[src/rtl/seq_always_rr_mux.sv]
// ---------------------------------------------------------------------------
// seq_always_rr_mux
//
// N-channel arbitrated multiplexer with one registered output stage.
// Each input channel and the output use a valid/ready handshake. The
// arbiter uses fixed priority (lowest index wins) or round-robin
// (search starts at a rotating pointer). The output register accepts a
// new beat whenever it is empty or is being drained in the same cycle,
// so back-to-back transfers run at one beat per clock.
//
// Ports:
//   clk        in   clock, all state updates on the rising edge
//   rst_n      in   asynchronous active-low reset
//   mode       in   0 = fixed priority, 1 = round-robin
//   in_valid   in   [NUM_CH]               per-channel valid
//   in_data    in   [NUM_CH*DATA_WIDTH]    channel i at [i*DATA_WIDTH +: DATA_WIDTH]
//   in_ready   out  [NUM_CH]               per-channel ready (one-hot or zero)
//   out_valid  out  output register holds a beat
//   out_ready  in   downstream accepts the held beat
//   out_data   out  [DATA_WIDTH]           held beat (DEFAULT_VALUE when empty)
//   out_ch     out  [CH_W]                 source channel of the held beat
//   beat_count out  [8]  only when SEQ_ALWAYS_RR_MUX_STATS_EN is defined;
//                        saturating count of output handshakes
//
// Optional feature macro: SEQ_ALWAYS_RR_MUX_STATS_EN
// ---------------------------------------------------------------------------
module seq_always_rr_mux #(
  parameter int                    DATA_WIDTH    = 4,
  parameter int                    NUM_CH        = 4,
  parameter logic [DATA_WIDTH-1:0] DEFAULT_VALUE = '0,
  localparam int                   CH_W          = (NUM_CH > 1) ? $clog2(NUM_CH) : 1
) (
  input  logic                         clk,
  input  logic                         rst_n,
  input  logic                         mode,
  input  logic [NUM_CH-1:0]            in_valid,
  input  logic [NUM_CH*DATA_WIDTH-1:0] in_data,
  output logic [NUM_CH-1:0]            in_ready,
  output logic                         out_valid,
  input  logic                         out_ready,
  output logic [DATA_WIDTH-1:0]        out_data,
  output logic [CH_W-1:0]              out_ch
`ifdef SEQ_ALWAYS_RR_MUX_STATS_EN
  ,
  output logic [7:0]                   beat_count
`endif
);

  logic                  out_valid_q, out_valid_d;
  logic [DATA_WIDTH-1:0] out_data_q,  out_data_d;
  logic [CH_W-1:0]       out_ch_q,    out_ch_d;
  logic [CH_W-1:0]       ptr_q,       ptr_d;

  logic [NUM_CH-1:0]     grant;
  logic [CH_W-1:0]       grant_idx;
  logic [CH_W-1:0]       cand;
  logic                  found;
  logic                  load_en;
  logic                  take;

  // The register can accept a beat when empty, or when its current beat
  // leaves in this same cycle (pass-through on simultaneous pop and push).
  assign load_en = !out_valid_q || out_ready;

  // Arbiter: default no grant, then the first valid channel in search order
  // overrides it. Round-robin visits ptr, ptr+1, ... with wrap-around.
  always_comb begin
    grant     = '0;
    grant_idx = '0;
    cand      = '0;
    found     = 1'b0;
    if (mode == 1'b0) begin
      for (int i = 0; i < NUM_CH; i++) begin
        if (!found && in_valid[i]) begin
          found     = 1'b1;
          grant_idx = CH_W'(i);
        end
      end
    end else begin
      for (int j = 0; j < NUM_CH; j++) begin
        cand = CH_W'((int'(ptr_q) + j) % NUM_CH);
        if (!found && in_valid[cand]) begin
          found     = 1'b1;
          grant_idx = cand;
        end
      end
    end
    if (found) begin
      grant[grant_idx] = 1'b1;
    end
  end

  // Held low during reset even though the empty register would otherwise
  // advertise readiness.
  assign in_ready = rst_n ? (grant & {NUM_CH{load_en}}) : '0;
  assign take     = load_en && found;

  // Next state: hold by default, then load a new beat or drain to default.
  always_comb begin
    out_valid_d = out_valid_q;
    out_data_d  = out_data_q;
    out_ch_d    = out_ch_q;
    ptr_d       = ptr_q;
    if (load_en) begin
      if (take) begin
        out_valid_d = 1'b1;
        out_data_d  = in_data[int'(grant_idx)*DATA_WIDTH +: DATA_WIDTH];
        out_ch_d    = grant_idx;
        if (mode) begin
          ptr_d = CH_W'((int'(grant_idx) + 1) % NUM_CH);
        end
      end else begin
        out_valid_d = 1'b0;
        out_data_d  = DEFAULT_VALUE;
        out_ch_d    = '0;
      end
    end
  end

  always_ff @(posedge clk or negedge rst_n) begin
    if (!rst_n) begin
      out_valid_q <= 1'b0;
      out_data_q  <= DEFAULT_VALUE;
      out_ch_q    <= '0;
      ptr_q       <= '0;
    end else begin
      out_valid_q <= out_valid_d;
      out_data_q  <= out_data_d;
      out_ch_q    <= out_ch_d;
      ptr_q       <= ptr_d;
    end
  end

  assign out_valid = out_valid_q;
  assign out_data  = out_data_q;
  assign out_ch    = out_ch_q;

`ifdef SEQ_ALWAYS_RR_MUX_STATS_EN
  logic [7:0] beat_count_q, beat_count_d;

  // Saturating count of beats leaving the output register.
  always_comb begin
    beat_count_d = beat_count_q;
    if (out_valid_q && out_ready && (beat_count_q != 8'hFF)) begin
      beat_count_d = beat_count_q + 8'd1;
    end
  end

  always_ff @(posedge clk or negedge rst_n) begin
    if (!rst_n) begin
      beat_count_q <= 8'd0;
    end else begin
      beat_count_q <= beat_count_d;
    end
  end

  assign beat_count = beat_count_q;
`endif

endmodule
[config.mk]
export PLATFORM = sky130hd
export DESIGN_NAME = seq_always_rr_mux
export DESIGN_NICKNAME = d
export VERILOG_FILES = /design/src/rtl/seq_always_rr_mux.sv
export SDC_FILE = /design/constraint.sdc
export NUM_CORES = 1
export LEC_CHECK = 0
export CAP_MARGIN = 20
export CORE_MARGIN = 2
export CORE_UTILIZATION = 30
export DETAILED_ROUTE_END_ITERATION = 10
export PLACE_DENSITY = 0.64
export SYNTH_ARGS = -nofsm -noshare
export SYNTH_HDL_FRONTEND = slang
export SYNTH_SLANG_ARGS = --single-unit
[constraint.sdc]
create_clock -name clk -period 1.72 [get_ports clk]
set_clock_uncertainty 0.05 [all_clocks]
set_input_delay 0.172 -clock clk [delete_from_list [all_inputs] [get_ports clk]]
set_output_delay 0.172 -clock clk [all_outputs]
set_load 0.1 [all_outputs]
# Yosys cells after proc, flatten, opt, wreduce, memory -nomap -nowiden
# Cells that the tools add are included.
# Widths: inputs -> output; s select.
totals:
  reg_bits: 9
  latchBits: 0
  ram_bits: 0
  romBits: 0
  in_bits: 24
  wordCells: 71
  n_memories: 0
op_classes:
  add_sub_neg: 4
  n_mul: 0
  div_mod_pow: 0
  order_cmp: 6
  eq_ne: 0
  shift: 1
  n_mux: 38
  bitwise: 1
  reduce_logical: 17
op_table:
  columns: ["op", "n"]
  rows:
  - ["$mux 1", 22]
  - ["$mux 2", 8]
  - ["$shiftx 16x5->4", 1]
  - ["$lt 2x3->1 const B", 5]
  - ["$mux 4", 3]
  - ["$bmux 1 s2", 4]
  - ["$logic_and 1x1->1", 8]
  - ["$logic_not 1->1", 7]
  - ["$add 2x1->2 const B", 2]
  - ["$add 2x2->2 const B", 2]
  - ["$and 4x4->4", 1]
  - ["$reduce_and 3->1", 1]
  - ["$demux 1 s2", 1]
  - ["$ge 2x1->1 const B", 1]
  - ["$logic_or 1x1->1", 1]

# Longest topological paths before layout
depth:
  depth_word: 23
  ltp_mapped: 6

# Least setup slack after synthesis
# Ideal clock, no wire load.
synth_path:
  kind: "register -> output"
  from: "register out_valid_q (netlist: out_valid)"
  to: "output port in_ready[1]"
  t_arrival_ps: 3068
  required_ps: 1498
  path_slack_ps: -1570
  path_stages_with_launch: 7
  n_path_buf: 1
  cell_sequence: "dfrtp_1 nor2b_1 clkbuf_1 nor2_1 nand2_1 or2_2 nor2_1"
synth_between:
  elab_chain_cells: 4
synth_rtl:
  columns: ["element", "line", "rtl"]
  rows:
  - ["start: declaration", "49", "logic out_valid_q, out_valid_d;"]
  - ["start signal: assignment", "127", "out_valid_q <= out_valid_d;"]
  - ["$logic_not 1->1", "63", "assign load_en = !out_valid_q || out_ready;"]
  - ["$logic_or 1x1->1", "63", null]
  - ["$and 4x4->4", "95", "assign in_ready = rst_n ? (grant & {NUM_CH{load_en}}) : '0;"]
  - ["$mux 4", "95", null]
  - ["end: declaration", "38", "output logic [NUM_CH-1:0] in_ready,"]
# Every way passes these cells.

# Worst setup path after layout
layout_path:
  from: "register ptr_q[1]"
  to: "output port in_ready[3]"
layout_between:
  elab_chain_cells: 23
layout_rtl:
  columns: ["element", "line", "rtl"]
  rows:
  - ["start: declaration", "52", "logic [CH_W-1:0] ptr_q, ptr_d;"]
  - ["start signal: assignment", "130", "ptr_q <= ptr_d;"]
  - ["$bmux 1 s2", "82", "if (!found && in_valid[cand]) begin"]
  - ["$mux 1 (implied by the code)", "82", null]
  - ["$mux 1", "82", null]
  - ["$mux 1", "72", "if (mode == 1'b0) begin"]
  - ["$logic_not 1->1", "82", null]
  - ["$logic_and 1x1->1", "82", null]
  - ["$mux 1", "82", null]
  - ["$mux 1", "72", null]
  - ["[... 7 more ...]", null, null]
  - ["$mux 2", "72", null]
  - ["$lt 2x3->1 (implied by the code) or $ge 2x1->1 (tied branches)", "89", "grant[grant_idx] = 1'b1;"]
  - ["$logic_and 1x1->1 (implied by the code)", "89", null]
  - ["$mux 1 (implied by the code)", "89", null]
  - ["$demux 1 s2", "89", null]
  - ["$mux 4 (*)", "88", "if (found) begin"]
  - ["$and 4x4->4 (*)", "95", null]
  - ["$mux 4 (*)", "95", null]
# Mark *: on every way between the ends. The rest lies on a longest branch, timed or not. The select of a mux whose other input is x is not followed.

==> metrics.txt <==
Int Power=between 800 and 900 µW; CTS tree=built; Worst Slack Setup Final=-0.306 ns; clock latency at the later pin of the worst-skew pair=0.26 ns; final-stage net count=about 140; placed cell count=136; Root Buffer=clkbuf_4; Global Route met1 Usage=22.7%; top_reg_cell synth=dfrtp_1; syn_area_per_cell=10.2 µm²; violated checks=setup timing; Final ANT Viol Nets=0; maxcap violations=0; share of cells above drive strength 1=48.7%; post-synthesis sequential area ratio=between 30% and 40%; final setup violation count=9; DR WL/cell=14.4 µm; Reg power frac=roughly 22%; EDFF count, synth=0; pre-CTS setup slack=-0.544 ns; GR peak layer=met2; chip width=50.7 µm; #FFs+latches synth=9; worst r2r src=ptr_q[1]$_DFFE_PN0P_; clock network fraction of total power=9.9%; Layout area overhead=111%; WHS=0.249 ns; leading cell type in the layout, fill and taps excluded=clkdlybuf4s50_1; Leak=0.569 nW; TritonCTS Sinks=9; Total GRT Usage=18.0%; Critical Path Start=ptr_q[1]$_DFFE_PN0P_; Final Max Tran Viols=0; Hold Crit Class=input port to async pin; largest net degree at the start of global routing=10; initial antenna violation count=0; RSZ-0062 raised after global routing=yes; Initial Utilization=32.6%; fin cells=around 140; Core Util, Final=slightly below 70%; Critical Path AT=1.80 ns; Avg Vias per Cell=about 5.0; register area=between 200 and 250 µm²; Critical Path Sink Type=primary output; DRT iter0 DRCs=7; vias post-DR=719; Routed WL=2070 µm; sw power=817 µW; vias in the first global route=724; Site Rows=16; worst-case vdd ir drop=0.716 mV; Clock Tree Buf Depth=2; Cell variety after synth=26; Req. time, crit path=1.50 ns; Layout fillers=about 140; Netlist Area Pre-Place=around 650 µm²; core area=0.00200 mm²; yosys warns=0; leading cell types in the layout, fill and taps excluded=20 x clkdlybuf4s50_1, 15 x buf_4, 11 x buf_12, 6 x dfrtp_1; RePlAce Congestion=0.802; Mapped Nets=a little under 90; Num CTS Buffers=3; status=complete, but fails checks; grt ovf=0; Final min period=slightly above 2 ns; clock-pin slew on the worst setup and hold paths=0.07 ns; Syn Inst Count=64; measured slew at the worst slew-check pin=about 0.36 ns; period utilisation layout=118%; switching part of the total power=47.9%; depth of the CTS H-tree=1; IO buf count=34; Ant. Diodes=0; setup_tns=-2.18 ns; slew margin rel.=~76%; critical path type=register to primary output; FMAX=0.494 GHz; die area=0.00257 mm²; async set or reset register ratio after synthesis=100%; io pins=35; Die Y=between 50 and 60 µm; Multi-input gate area=485 µm²; global-route wire length before repair=around 3400 µm; Max FO, Critical Path=8; DRC=0; met3 usage=2.38%; final hold vios=0; routing usage on met2=31.8%; CTS Hold Bufs=0; DR pass1 iterations=4; crit path launch type=register; Cell Pwr Density=around 1200 mW/mm²; HPWL reported at the end of detailed placement=between 1500 and 2000 µm; combinational power share=68.1%
## sequential cells by signal, summed over array words and instances, names as in the netlist
register / count
ptr_q: 2
out_ch: 2
out_data: 4
out_valid: 1
## cell families after synthesis
group,synth area share [%]
simple gates,21.3
compound gates,23.2
flops,34.5
buf+inv,4.21
mux,15.5
xor+xnor,1.34
## critical path, stage by stage, from the launching register on
cell      delay [ns]
dfrtp_2         0.47
nor2b_4         0.16
a221o_1         0.31
o2bb2a_4        0.24
inv_2           0.07
nor2_4          0.11
buf_12          0.18
## area by class of cell
cell class / instances / share of cell area, %
clock buffer: 4 / 1.90
inverter: 5 / 1.36
multi-input combinational: 48 / 35.1
sequential: 9 / 16.8
tap: 27 / 2.45
timing repair buffer: 51 / 42.4
## per-layer routing
| layer | routed length, µm | vias up | share of wire, % |
|---|---|---|---|
| met1 | 846 | 348 | 41 |
| met2 | 1120 | 20 | 54 |
| li1 | - | 349 | - |
| met4 | 18 | 0 | 0.87 |
| met5 | 0 | - | 0 |
| met3 | 87 | 2 | 4.2 |
## power groups by stage
stage | Clock (mW) | Combinational [mW] | Sequential (mW)
3_5_place_dp | 0 | 1.08 | 0.373
3_3_place_gp | 0 | 1.07 | 0.369
4_1_cts | 0.173 | 1.15 | 0.368
2_1_floorplan | 0 | 0.412 | 0.634
5_1_grt | 0.188 | 1.22 | 0.384
6_report | 0.169 | 1.16 | 0.376
## per-stage QoR
stage / area, µm² / power (mW)
2_1_floorplan: 726 / 1.05
3_3_place_gp: 1290 / 1.44
3_5_place_dp: 1290 / 1.46
4_1_cts: 1360 / 1.69
5_1_grt: 1380 / 1.79
6_report: 1380 / 1.71
## final timing paths
path	endpoint	slack, ns	cells after the start
setup / recovery	in_ready[3]	-0.31	6
hold / removal	out_data[1]$_DFFE_PN0N_	0.25	2
setup reg to reg	out_data[2]$_DFFE_PN0N_	-0.26	6
hold reg to reg	out_data[3]$_DFFE_PN0N_	0.52	1
max in group asynchronous	out_valid$_DFFE_PN0N_	1.21	2
min in group clk	out_valid$_DFFE_PN0N_	0.43	4
## Yosys cell counts (2+ instances only)
cell	instances	area share (%)
o21ai_0	5	3.8
nand2_1	5	2.9
nor2_1	7	4.0
inv_1	5	2.9
a22o_1	4	5.4
nor2b_1	4	3.8
or2_2	2	1.9
mux4_2	4	14
nand3_1	3	2.3
dfrtp_1	9	34
## timing repair
| item | CTS | global route |
|---|---|---|
| resized for setup | 8 | 5 |
| pin swaps | 5 | 4 |
| setup buffers | 5 | 0 |
| setup endpoints to repair | 9 | 9 |
Power figures use the tool's default switching activity.
==> RTL edit (same settings) <==
Add a define of `SEQ_ALWAYS_RR_MUX_STATS_EN`.
--- a/src/rtl/seq_always_rr_mux.sv
+++ b/src/rtl/seq_always_rr_mux.sv
@@ -24,6 +24,8 @@
 //
 // Optional feature macro: SEQ_ALWAYS_RR_MUX_STATS_EN
 // ---------------------------------------------------------------------------
+`define SEQ_ALWAYS_RR_MUX_STATS_EN
+
 module seq_always_rr_mux #(
   parameter int                    DATA_WIDTH    = 4,
   parameter int                    NUM_CH        = 4,
Formal check against the unedited RTL (old outputs only; new: beat_count): equivalent (Yosys induction, for registers that start in step).
==> RTL edit against the unedited design <==
The run still ends with negative setup slack left; largest cell class unchanged; count of clock-buffer cells in the layout decreased by 1; total power increased by 100%; core utilization decreased by 3.5 points; sequential cell count increased by 8; routed wire length increased by 100%; design area increased by 72%; setup slack got worse by 0.084 ns; area after synthesis increased by 72%.
==> RTL edit: results (changes against the unedited design) <==
failing checks negative setup slack; fillers 300 (+110%); PortBufs 42 (+24%); clock-cell share of area 0.0205 (+0.00148); PnR worst setup slack -0.390 ns (-0.0839 ns); Compound-Gate Fraction of Synth Area 0.228 (-0.00412); Leak 0.00100 uW (+76%); Sink Count 17 (+8); crit-path leading delay family simple AND/OR/NAND/NOR gates; max incr delay on CP 0.45 ns (-0.02 ns); Non-Clock Buffer Area Fraction 0.392 (-0.0322); met3 WL 182 um (+110%); Post-DP Area 0.00206 sq mm (+60%); Initial Util 0.309 (-0.0177); largest net degree at the start of global routing 18 (+8); pre-CTS setup slack -0.470 ns (+0.0736 ns); final setup TNS -2.35 ns (-0.170 ns); DP HPWL 2830 um (+72%); post-synthesis sequential area ratio 0.379 (+0.0346); Repair and plain buffers 81 (+59%); dpl cells 227 (+67%); Setup-failing EPs final 11 (+2); met1 Resource Use GR 0.261 (+0.0346); Mapped Nets 145 (+65%); met3 global-route usage 0.0257 (+0.00188); Netlist cell types 37 (+42%); M1 wire length 1730 um (+100%); Avg Cell Area, Syn 9.34 sq um (-8.5%); layout cells sized above 1 0.555 (+0.0678); register share of the cell area 0.188 (+0.0207); M2 GR Usage 0.332 (+0.0145); Clk power 329 uW (+95%); Data arrival, critical path 1.89 ns (+0.09 ns); #MultiIn Comb 96 (+100%); status complete, but fails checks; DR vias/cell 5.30 (+6.1%); Signal inverters 2 (-3)
-- RTL edit: cell types whose count changed after synthesis, sizes merged, moves of 5 or more --
| cell | before | now |
|---|---|---|
| a221oi | 0 | 8 |
| mux2i | 0 | 5 |
| nand2 | 5 | 18 |
| dfrtp | 9 | 17 |
| xnor2 | 0 | 7 |
-- RTL edit: worst paths after layout --
path / startpoint / endpoint
hold / removal: rst_n / out_ch[0]$_DFFE_PN0N_
min in group clk: in_data[15] / out_data[3]$_DFFE_PN0N_
setup reg to reg: ptr_q[1]$_DFFE_PN0P_ / out_data[0]$_DFFE_PN0N_
max in group asynchronous: rst_n / out_valid$_DFFE_PN0N_
hold reg to reg: beat_count[6]$_DFFE_PN0P_ / beat_count[6]$_DFFE_PN0P_
setup / recovery: ptr_q[1]$_DFFE_PN0P_ / in_ready[3]
-- RTL edit: repair_timing --
action / 4_1_cts / 5_1_grt
setup endpoints to repair: 9 / 14
resized for setup: 28 / 10
pin swaps: 14 / 16
setup buffers: 9 / 9
